$ cat src/rtl/twiddle_cmul_stage3_pkg.sv
// ----------------------------------------------------------------------------
// twiddle_cmul_stage3_pkg
// Shared definitions for the FFT stage-3 twiddle complex-multiply slice.
//   - Default widths (DW, AW, TW_DEPTH)
//   - Q8.8 fixed-point constants used by the round/saturate path
//   - Signed complex-sample typedef
//   - Small helper functions used by the datapath
// ----------------------------------------------------------------------------
package twiddle_cmul_stage3_pkg;

   localparam int DW_DEF       = 16;
   localparam int AW_DEF       = 5;
   localparam int TW_DEPTH_DEF = 28;

   // Q8.8 format
   localparam int                FRAC_BITS   = 8;
   localparam logic [DW_DEF-1:0] ROUND_CONST = 16'h0080;
   localparam logic [DW_DEF-1:0] SAT_MAX     = 16'h7FFF;
   localparam logic [DW_DEF-1:0] SAT_MIN     = 16'h8000;

   typedef struct packed {
      logic signed [DW_DEF-1:0] re;
      logic signed [DW_DEF-1:0] im;
   } cplx_t;

   // Sign-extend a 2*DW_DEF product by one bit so that a sum or difference
   // of two products cannot overflow.
   function automatic logic [2*DW_DEF:0] sext_prod(input logic [2*DW_DEF-1:0] p);
      return {p[2*DW_DEF-1], p};
   endfunction

   // True when every bit of the guard field matches, i.e. the value
   // fits in the narrower signed destination without clipping.
   function automatic logic guard_ok(input logic [DW_DEF+2:0] g);
      return (&g) | (~|g);
   endfunction

endpackage

$ cat src/rtl/q88_round_sat.sv
// ----------------------------------------------------------------------------
// q88_round_sat
// Combinational Q8.8 rescale: takes a signed 2*DW+1-bit product sum (Q16.16
// scale), adds half an output LSB (round half up), shifts right by the
// fraction width and clips the result to the signed DW-bit range.
// Ports:
//   sum  in   2*DW+1  signed sum of two Q8.8 x Q8.8 products
//   res  out  DW      rounded, saturated Q8.8 result
// The saturation constants come from the package and assume DW == DW_DEF.
// ----------------------------------------------------------------------------
module q88_round_sat
   import twiddle_cmul_stage3_pkg::*;
#(
   parameter int DW = DW_DEF
) (
   input  logic signed [2*DW:0]   sum,
   output logic signed [DW-1:0]   res
);

   localparam logic [2*DW+1:0] RND_EXT = (2*DW+2)'(ROUND_CONST);

   logic signed [2*DW+1:0] rnd_s;
   logic signed [2*DW+1:0] shf_s;

   // Round, shift and clip. One extra bit of headroom keeps the +0x80
   // from wrapping at the top of the range; the arithmetic shift keeps sign.
   always_comb begin
      rnd_s = {sum[2*DW], sum} + RND_EXT;
      shf_s = rnd_s >>> FRAC_BITS;
      if (guard_ok(shf_s[2*DW+1:DW-1])) begin
         res = shf_s[DW-1:0];
      end else if (shf_s[2*DW+1]) begin
         res = DW'(SAT_MIN);
      end else begin
         res = DW'(SAT_MAX);
      end
   end

endmodule

$ cat src/rtl/twiddle_cmul_stage3.sv
// ----------------------------------------------------------------------------
// twiddle_cmul_stage3
// Streaming complex multiply for FFT stage 3. Each valid input sample is
// multiplied by the twiddle at the current frame address; the result is
// rounded and saturated back to Q8.8. Three-edge latency, one sample/cycle.
// Ports:
//   clk         in   1   system clock, rising edge
//   rst_n       in   1   asynchronous active-low reset
//   clr         in   1   synchronous frame restart (counter to 0, valids flushed)
//   in_valid    in   1   input sample valid
//   in_re/im    in   DW  input sample, signed Q8.8
//   tw_addr     out  AW  address to both twiddle ROMs (combinational from counter)
//   tw_re/im    in   DW  twiddle ROM data, valid one cycle after tw_addr
//   out_valid   out  1   result valid
//   out_re/im   out  DW  result, Q8.8, held while out_valid is low
//   frame_done  out  1   pulse with the result of frame address TW_DEPTH-1
// ----------------------------------------------------------------------------
module twiddle_cmul_stage3
   import twiddle_cmul_stage3_pkg::*;
#(
   parameter int DW       = DW_DEF,
   parameter int AW       = AW_DEF,
   parameter int TW_DEPTH = TW_DEPTH_DEF
) (
   input  logic                 clk,
   input  logic                 rst_n,
   input  logic                 clr,
   input  logic                 in_valid,
   input  logic signed [DW-1:0] in_re,
   input  logic signed [DW-1:0] in_im,
   output logic [AW-1:0]        tw_addr,
   input  logic signed [DW-1:0] tw_re,
   input  logic signed [DW-1:0] tw_im,
   output logic                 out_valid,
   output logic signed [DW-1:0] out_re,
   output logic signed [DW-1:0] out_im,
   output logic                 frame_done
);

   localparam logic [AW-1:0] LAST_ADDR = AW'(TW_DEPTH - 1);
   localparam logic [AW-1:0] ADDR_ONE  = {{(AW-1){1'b0}}, 1'b1};

   logic [AW-1:0]          cnt_r;
   cplx_t                  s0_smp_r;
   logic                   s0_vld_r;
   logic                   s0_last_r;
   logic signed [2*DW-1:0] pr_r;
   logic signed [2*DW-1:0] pi_r;
   logic signed [2*DW-1:0] qr_r;
   logic signed [2*DW-1:0] qi_r;
   logic                   s1_vld_r;
   logic                   s1_last_r;
   logic signed [2*DW:0]   sum_re_s;
   logic signed [2*DW:0]   sum_im_s;
   logic signed [DW-1:0]   rs_re_s;
   logic signed [DW-1:0]   rs_im_s;
   logic                   cnt_last_s;

   // The ROM samples the address on the same edge that captures the sample,
   // so the address is the counter itself with no extra register.
   assign tw_addr    = cnt_r;
   assign cnt_last_s = (cnt_r == LAST_ADDR);

   // Twiddle address counter: advances per accepted sample, wraps at frame end.
   always_ff @(posedge clk or negedge rst_n) begin
      if (!rst_n) begin
         cnt_r <= {AW{1'b0}};
      end else if (clr) begin
         cnt_r <= {AW{1'b0}};
      end else if (in_valid) begin
         cnt_r <= cnt_last_s ? {AW{1'b0}} : (cnt_r + ADDR_ONE);
      end else begin
         cnt_r <= cnt_r;
      end
   end

   // Stage S0: capture the sample and tag the last address of the frame.
   always_ff @(posedge clk or negedge rst_n) begin
      if (!rst_n) begin
         s0_smp_r  <= {(2*DW){1'b0}};
         s0_vld_r  <= 1'b0;
         s0_last_r <= 1'b0;
      end else if (clr) begin
         s0_smp_r  <= s0_smp_r;
         s0_vld_r  <= 1'b0;
         s0_last_r <= 1'b0;
      end else begin
         s0_vld_r  <= in_valid;
         s0_last_r <= in_valid & cnt_last_s;
         if (in_valid) begin
            s0_smp_r.re <= in_re;
            s0_smp_r.im <= in_im;
         end else begin
            s0_smp_r <= s0_smp_r;
         end
      end
   end

   // Stage S1: ROM data is valid now; form the four partial products.
   always_ff @(posedge clk or negedge rst_n) begin
      if (!rst_n) begin
         pr_r      <= {(2*DW){1'b0}};
         pi_r      <= {(2*DW){1'b0}};
         qr_r      <= {(2*DW){1'b0}};
         qi_r      <= {(2*DW){1'b0}};
         s1_vld_r  <= 1'b0;
         s1_last_r <= 1'b0;
      end else if (clr) begin
         s1_vld_r  <= 1'b0;
         s1_last_r <= 1'b0;
      end else begin
         s1_vld_r  <= s0_vld_r;
         s1_last_r <= s0_last_r;
         if (s0_vld_r) begin
            pr_r <= $signed(s0_smp_r.re) * tw_re;
            pi_r <= $signed(s0_smp_r.im) * tw_im;
            qr_r <= $signed(s0_smp_r.re) * tw_im;
            qi_r <= $signed(s0_smp_r.im) * tw_re;
         end else begin
            pr_r <= pr_r;
            pi_r <= pi_r;
            qr_r <= qr_r;
            qi_r <= qi_r;
         end
      end
   end

   // Combine products with one bit of growth so the sums never wrap.
   always_comb begin
      sum_re_s = sext_prod(pr_r) - sext_prod(pi_r);
      sum_im_s = sext_prod(qr_r) + sext_prod(qi_r);
   end

   q88_round_sat #(.DW(DW)) u_rs_re (
      .sum (sum_re_s),
      .res (rs_re_s)
   );

   q88_round_sat #(.DW(DW)) u_rs_im (
      .sum (sum_im_s),
      .res (rs_im_s)
   );

   // Stage S2: register the rescaled result; data holds between valids.
   always_ff @(posedge clk or negedge rst_n) begin
      if (!rst_n) begin
         out_re     <= {DW{1'b0}};
         out_im     <= {DW{1'b0}};
         out_valid  <= 1'b0;
         frame_done <= 1'b0;
      end else if (clr) begin
         out_valid  <= 1'b0;
         frame_done <= 1'b0;
      end else begin
         out_valid  <= s1_vld_r;
         frame_done <= s1_vld_r & s1_last_r;
         if (s1_vld_r) begin
            out_re <= rs_re_s;
            out_im <= rs_im_s;
         end else begin
            out_re <= out_re;
            out_im <= out_im;
         end
      end
   end

endmodule

$ cat config.mk
export PLATFORM = sky130hd
export DESIGN_NAME = twiddle_cmul_stage3
export DESIGN_NICKNAME = d
export VERILOG_FILES = /design/src/rtl/twiddle_cmul_stage3_pkg.sv /design/src/rtl/q88_round_sat.sv /design/src/rtl/twiddle_cmul_stage3.sv
export SDC_FILE = /design/constraint.sdc
export NUM_CORES = 2
export LEC_CHECK = 0
export CAP_MARGIN = 25
export CORE_ASPECT_RATIO = 1.4
export CORE_UTILIZATION = 39
export DETAILED_ROUTE_END_ITERATION = 16
export HOLD_SLACK_MARGIN = 0.05
export SYNTH_ARGS = -nofsm -noshare
export SYNTH_HDL_FRONTEND = slang
export SYNTH_SLANG_ARGS = --single-unit
$ cat constraint.sdc
create_clock -name clk -period 8.9 [get_ports clk]
set_clock_uncertainty 0.15 [all_clocks]
set_input_delay 0.89 -clock clk [delete_from_list [all_inputs] [get_ports clk]]
set_output_delay 0.89 -clock clk [all_outputs]
set_load 0.01 [all_outputs]
; Word-level counts from Yosys, hierarchy flattened
; Index checks and enable logic that the tools add are counted.
[word_totals]
ff_bits = 203
in_bits = 68
out_inout_bits = 39
elab_cells = 53
[classes]
addsub = 5
n_mul = 4
eq_ne = 1
muxes = 13
bitwise_logic = 5
n_reduce_logical = 10
[ops]
columns = cell, count
row1 = $mul A16 B16 Y32, 4
row2 = $add A33 B9 Y34 const B, 2
row3 = $mux W16, 4
row4 = $add A32 B32 Y33, 1
row5 = $sub A32 B32 Y33, 1
row6 = $reduce_and A11 Y1, 2
row7 = $reduce_or A11 Y1, 2
row8 = $mux W5, 3
row9 = $mux W1, 6
row10 = $reduce_and A2 Y1, 3
row11 = $add A5 B1 Y5 const B, 1
row12 = $eq A5 B5 Y1 const B, 1
row13 = $and A1 B1 Y1, 2
row14 = $logic_not A1 Y1, 2
row15 = $or A1 B1 Y1, 2
row16 = $reduce_bool A2 Y1, 1
row17 = $not A1 Y1, 1

; Depth between registers and ports, before layout
[depth]
word_depth = 6
mapped_depth = 26
ltp_nobuf = 25

; Modules after synthesis
; A second synthesis with hierarchy kept.
[hier_totals]
hier_cells = 5725
hier_area_um2 = 51889.8
[modules_own_cells]
columns = module, instances, cells_each, area_each_um2, seq_area_each_um2
row1 = twiddle_cmul_stage3, 1, 5407, 49667.6, 5079.9
row2 = q88_round_sat, 2, 159, 1111.1, 0.0

; Worst setup path before layout
; OpenSTA, ideal clock, no wires.
[synth_timing]
path_type = input -> register
start = input port tw_re[1]
end = register pr_r[30]
setup_ns = 0.136
t_arrival_ns = 6.695
required_time_ns = 8.614
setup_slack_ns = 1.920
stages = 23
path_buffers = 1
path_cell_list = clkbuf_1 > nand2_1 > inv_1 > fa_1 > fa_1 > fa_1 > fa_1 > fa_1 > inv_1 > fa_1 > inv_1 > ha_1 > a21o_1 > a21o_1 > a21o_1 > a21o_1 > a21o_1 > a21o_1 > a221oi_1 > o211ai_1 > a21oi_1 > xor2_1 > o21ai_0
[synth_between]
elab_chain_len = 1
[synth_rtl]
columns = element, line
row1 = start: declaration, twiddle_cmul_stage3.sv:32  ; input logic signed [DW-1:0] tw_re,
row2 = $mul A16 B16 Y32, twiddle_cmul_stage3.sv:115  ; pr_r <= $signed(s0_smp_r.re) * tw_re;
row3 = end signal: assignment, twiddle_cmul_stage3.sv:102  ; pr_r <= {(2*DW){1'b0}};
row4 = end signal: assignment, twiddle_cmul_stage3.sv:115
row5 = end signal: assignment, twiddle_cmul_stage3.sv:120  ; pr_r <= pr_r;
row6 = end: declaration, twiddle_cmul_stage3.sv:47  ; logic signed [2*DW-1:0] pr_r;
; Every way passes these cells.
; A chain may end at the register's enable or synchronous reset.

; Worst setup path after layout
[layout_timing]
start = input port tw_re[7]
end = register pr_r[31]
; The elaborated chain is that of the path after synthesis.

==> qor.txt <==
outcome: finished clean
post-layout util: 42.5%
hpwl dp: 104 mm
syn_area_per_cell: 9.20 µm²
dominant cell type by area after synthesis: fa_1
unrepaired setup endpoints after global routing: false
initial core utilization: 39.4%
Die Ht: 428 µm
drt drc: 0
sequential fraction of the synthesis area: 10.1%
CTS tree: done
Core Region: 128000 µm²
crit path max fanout: 8
Via density: 5.02
Data arrival, critical path: 8.09 ns
Final Hold Vio Count: 0
flops & latches, synth: 203
io pins: 107
Clock Path Buffers: 3
placed instance area: 53500 µm²
Finished Cell Area: 54400 µm²
Post-Synthesis Cells: 5487
# nets final: 7051
Worst-path clk slew: 0.07 ns
final setup fails: 0
FMAX: 129 MHz
layout cells sized above 1: 4.25%
fin crit share: 87.3%
Worst-Margin Slew: 1.05 ns
Pins Over Slew Limit: 0
setup fix buffers added after clock tree synthesis: 0
Pre-antenna DRT Iters: 5
Final ANT Viol Nets: 0
vias in the first global route: 38800
crit path kind: in2reg
Placer Congestion: 0.857
initial detailed-routing violation count: 1887
Die Width: 306 µm
warnings from Yosys: 0
Setup crit start kind: input pin
unique cell type count in the Yosys netlist: 86
critical path endpoint category: flop
Slew HR: 30.0%
gr ovfl total: 0
CTS Sinks: 203
die footprint: 131000 µm²
post-cts resize count: 0
Post-synth EDFFs: 0
max_cap viols: 0
hold buffer count at CTS: 0
Net Count, Synth: 7056
clk_lat worst skew: 0.62 ns
Min-Delay Path Class: in2async
CP required: 9.22 ns
cell area after synthesis: 50500 µm²
number of CTS-inserted buffers: 26
number of port buffers: 106
initial antenna violation count: 8
H-tree depth: 1
Synth area leaders: fa_1 42%, ha_1 11%, dfrtp_1 10%
Rows: 155
setup TNS: 0 ns
final wirelength: 128 mm
crit path time final: 7.77 ns
via count: 35900
largest net degree at the start of global routing: 128
first-pass GRT wire length: 210 mm
top cell type's share of synthesized area: 41.6%
gr usage total: 20.5%
Top FF cell, synth: dfrtp_1
drt wl/cell: 17.8 µm
ys async rst share: 100%
synth-to-layout area growth: 7.81%
Root Driver: clkbuf_16
## registers in the layout (all words and copies together) (netlist names), 5 cells and up
signal / flops
tw_addr: 5
out_im: 16
qi_r: 32
pr_r: 32
qr_r: 32
s0_smp_r: 32
pi_r: 32
out_re: 16
## placed cells by master (no fill, tap or decap), drive strengths merged, types with 14 or more instances in the layout
| cell | count |
|---|---|
| o21ai | 184 |
| nand2 | 715 |
| nand2b | 36 |
| buf | 106 |
| nor3 | 25 |
| and2 | 496 |
| fa | 1048 |
| clkbuf | 33 |
| dfrtp | 203 |
| inv | 1207 |
| a21o | 78 |
| nand3 | 50 |
| ha | 453 |
| a21oi | 114 |
| o21bai | 28 |
| nand4 | 16 |
| o22ai | 20 |
| nor2 | 138 |
| a31oi | 22 |
| and3 | 14 |
| nor2b | 14 |
| a211oi | 17 |
| o211ai | 29 |
| xor2 | 67 |
| clkdlybuf4s50 | 105 |
| xnor2 | 110 |
| mux2 | 34 |
## worst paths after layout
kind	startpoint	endpoint	slack, ns	cells past startpoint
min in group clk	s1_last_r	frame_done	0.30	1
worst max-delay path	tw_re[7]	pr_r[31]	1.13	25
max in group asynchronous	rst_n	s0_smp_r[10]	7.12	2
worst max register to register	s0_smp_r[21]	qr_r[29]	1.32	25
worst min register to register	s1_last_r	frame_done	0.30	1
worst min-delay path	rst_n	pr_r[29]	0.13	1
## synthesized netlist by cell type (11+ instances only)
| cell | n |
|---|---|
| inv_1 | 1204 |
| fa_1 | 1048 |
| nand2_1 | 714 |
| and2_1 | 496 |
| ha_1 | 453 |
| clkbuf_1 | 230 |
| dfrtp_1 | 203 |
| o21ai_0 | 177 |
| nor2_1 | 137 |
| a21oi_1 | 112 |
| xnor2_1 | 109 |
| a21o_1 | 75 |
| xor2_1 | 67 |
| nand3_1 | 49 |
| nand2b_1 | 36 |
| mux2_2 | 34 |
| o211ai_1 | 28 |
| o21bai_1 | 28 |
| nor3_1 | 25 |
| a31oi_1 | 21 |
| a211oi_1 | 17 |
| nand4_1 | 16 |
| and3_1 | 14 |
| nor2b_1 | 14 |
| o31ai_1 | 13 |
| o21a_1 | 11 |
| o22ai_2 | 11 |
## logic make-up after synthesis
family	synth area share, %
AO/OA/AOI/OAI	7.45
flip-flops	10.1
buffers and inverters	10.9
adder cells (fa/ha/maj)	52.8
multiplexers	0.858
XOR/XNOR	3.11
AND/OR/NAND/NOR	14.9
## cell type report
type,instances,area (µm²)
antenna,2,5.00
clock buffer,33,738
clock inverter,14,128
fill,12600,73600
inverter,1205,4520
multi-input combinational,3835,39900
sequential,203,5090
tap,1648,2060
timing repair buffer,211,1950
## stage by stage
step	hold slack [ns]	setup WS, ns	instances
after floorplan	0.278	1.92	5487
after global placement	0.286	0.622	7100
after detailed placement	0.290	0.572	7101
after CTS	0.130	1.23	7148
after global routing	0.172	0.779	7151
final	0.134	1.13	7151
## worst max-delay path, stage by stage
cell and delay, ns:
clkdlybuf4s50_1 1.03, nand2_1 0.19, fa_1 0.58, inv_1 0.06, fa_1 0.53, inv_1 0.07
fa_1 0.52, inv_1 0.05, fa_1 0.44, fa_1 0.49, inv_1 0.05, fa_1 0.47
inv_1 0.04, ha_1 0.34, a21oi_1 0.18, nor2b_1 0.06, o21ai_0 0.15, o21ai_0 0.13
a31oi_1 0.31, o21ai_0 0.24, o41ai_1 0.65, o211ai_1 0.19, a21oi_1 0.21, xnor2_1 0.13
o21ai_0 0.08
## routing by layer
| layer | wire length [µm] | up-vias | GRT usage, % |
|---|---|---|---|
| li1 | - | 16600 | - |
| met1 | 51500 | 18500 | 25.2 |
| met2 | 66300 | 667 | 37.4 |
| met3 | 5250 | 153 | 2.23 |
| met4 | 4370 | 10 | 6.51 |
| met5 | 64 | - | 0 |
Power is not shown: default switching activity piles up to over one toggle a cycle in this logic, so the estimate is an artifact.
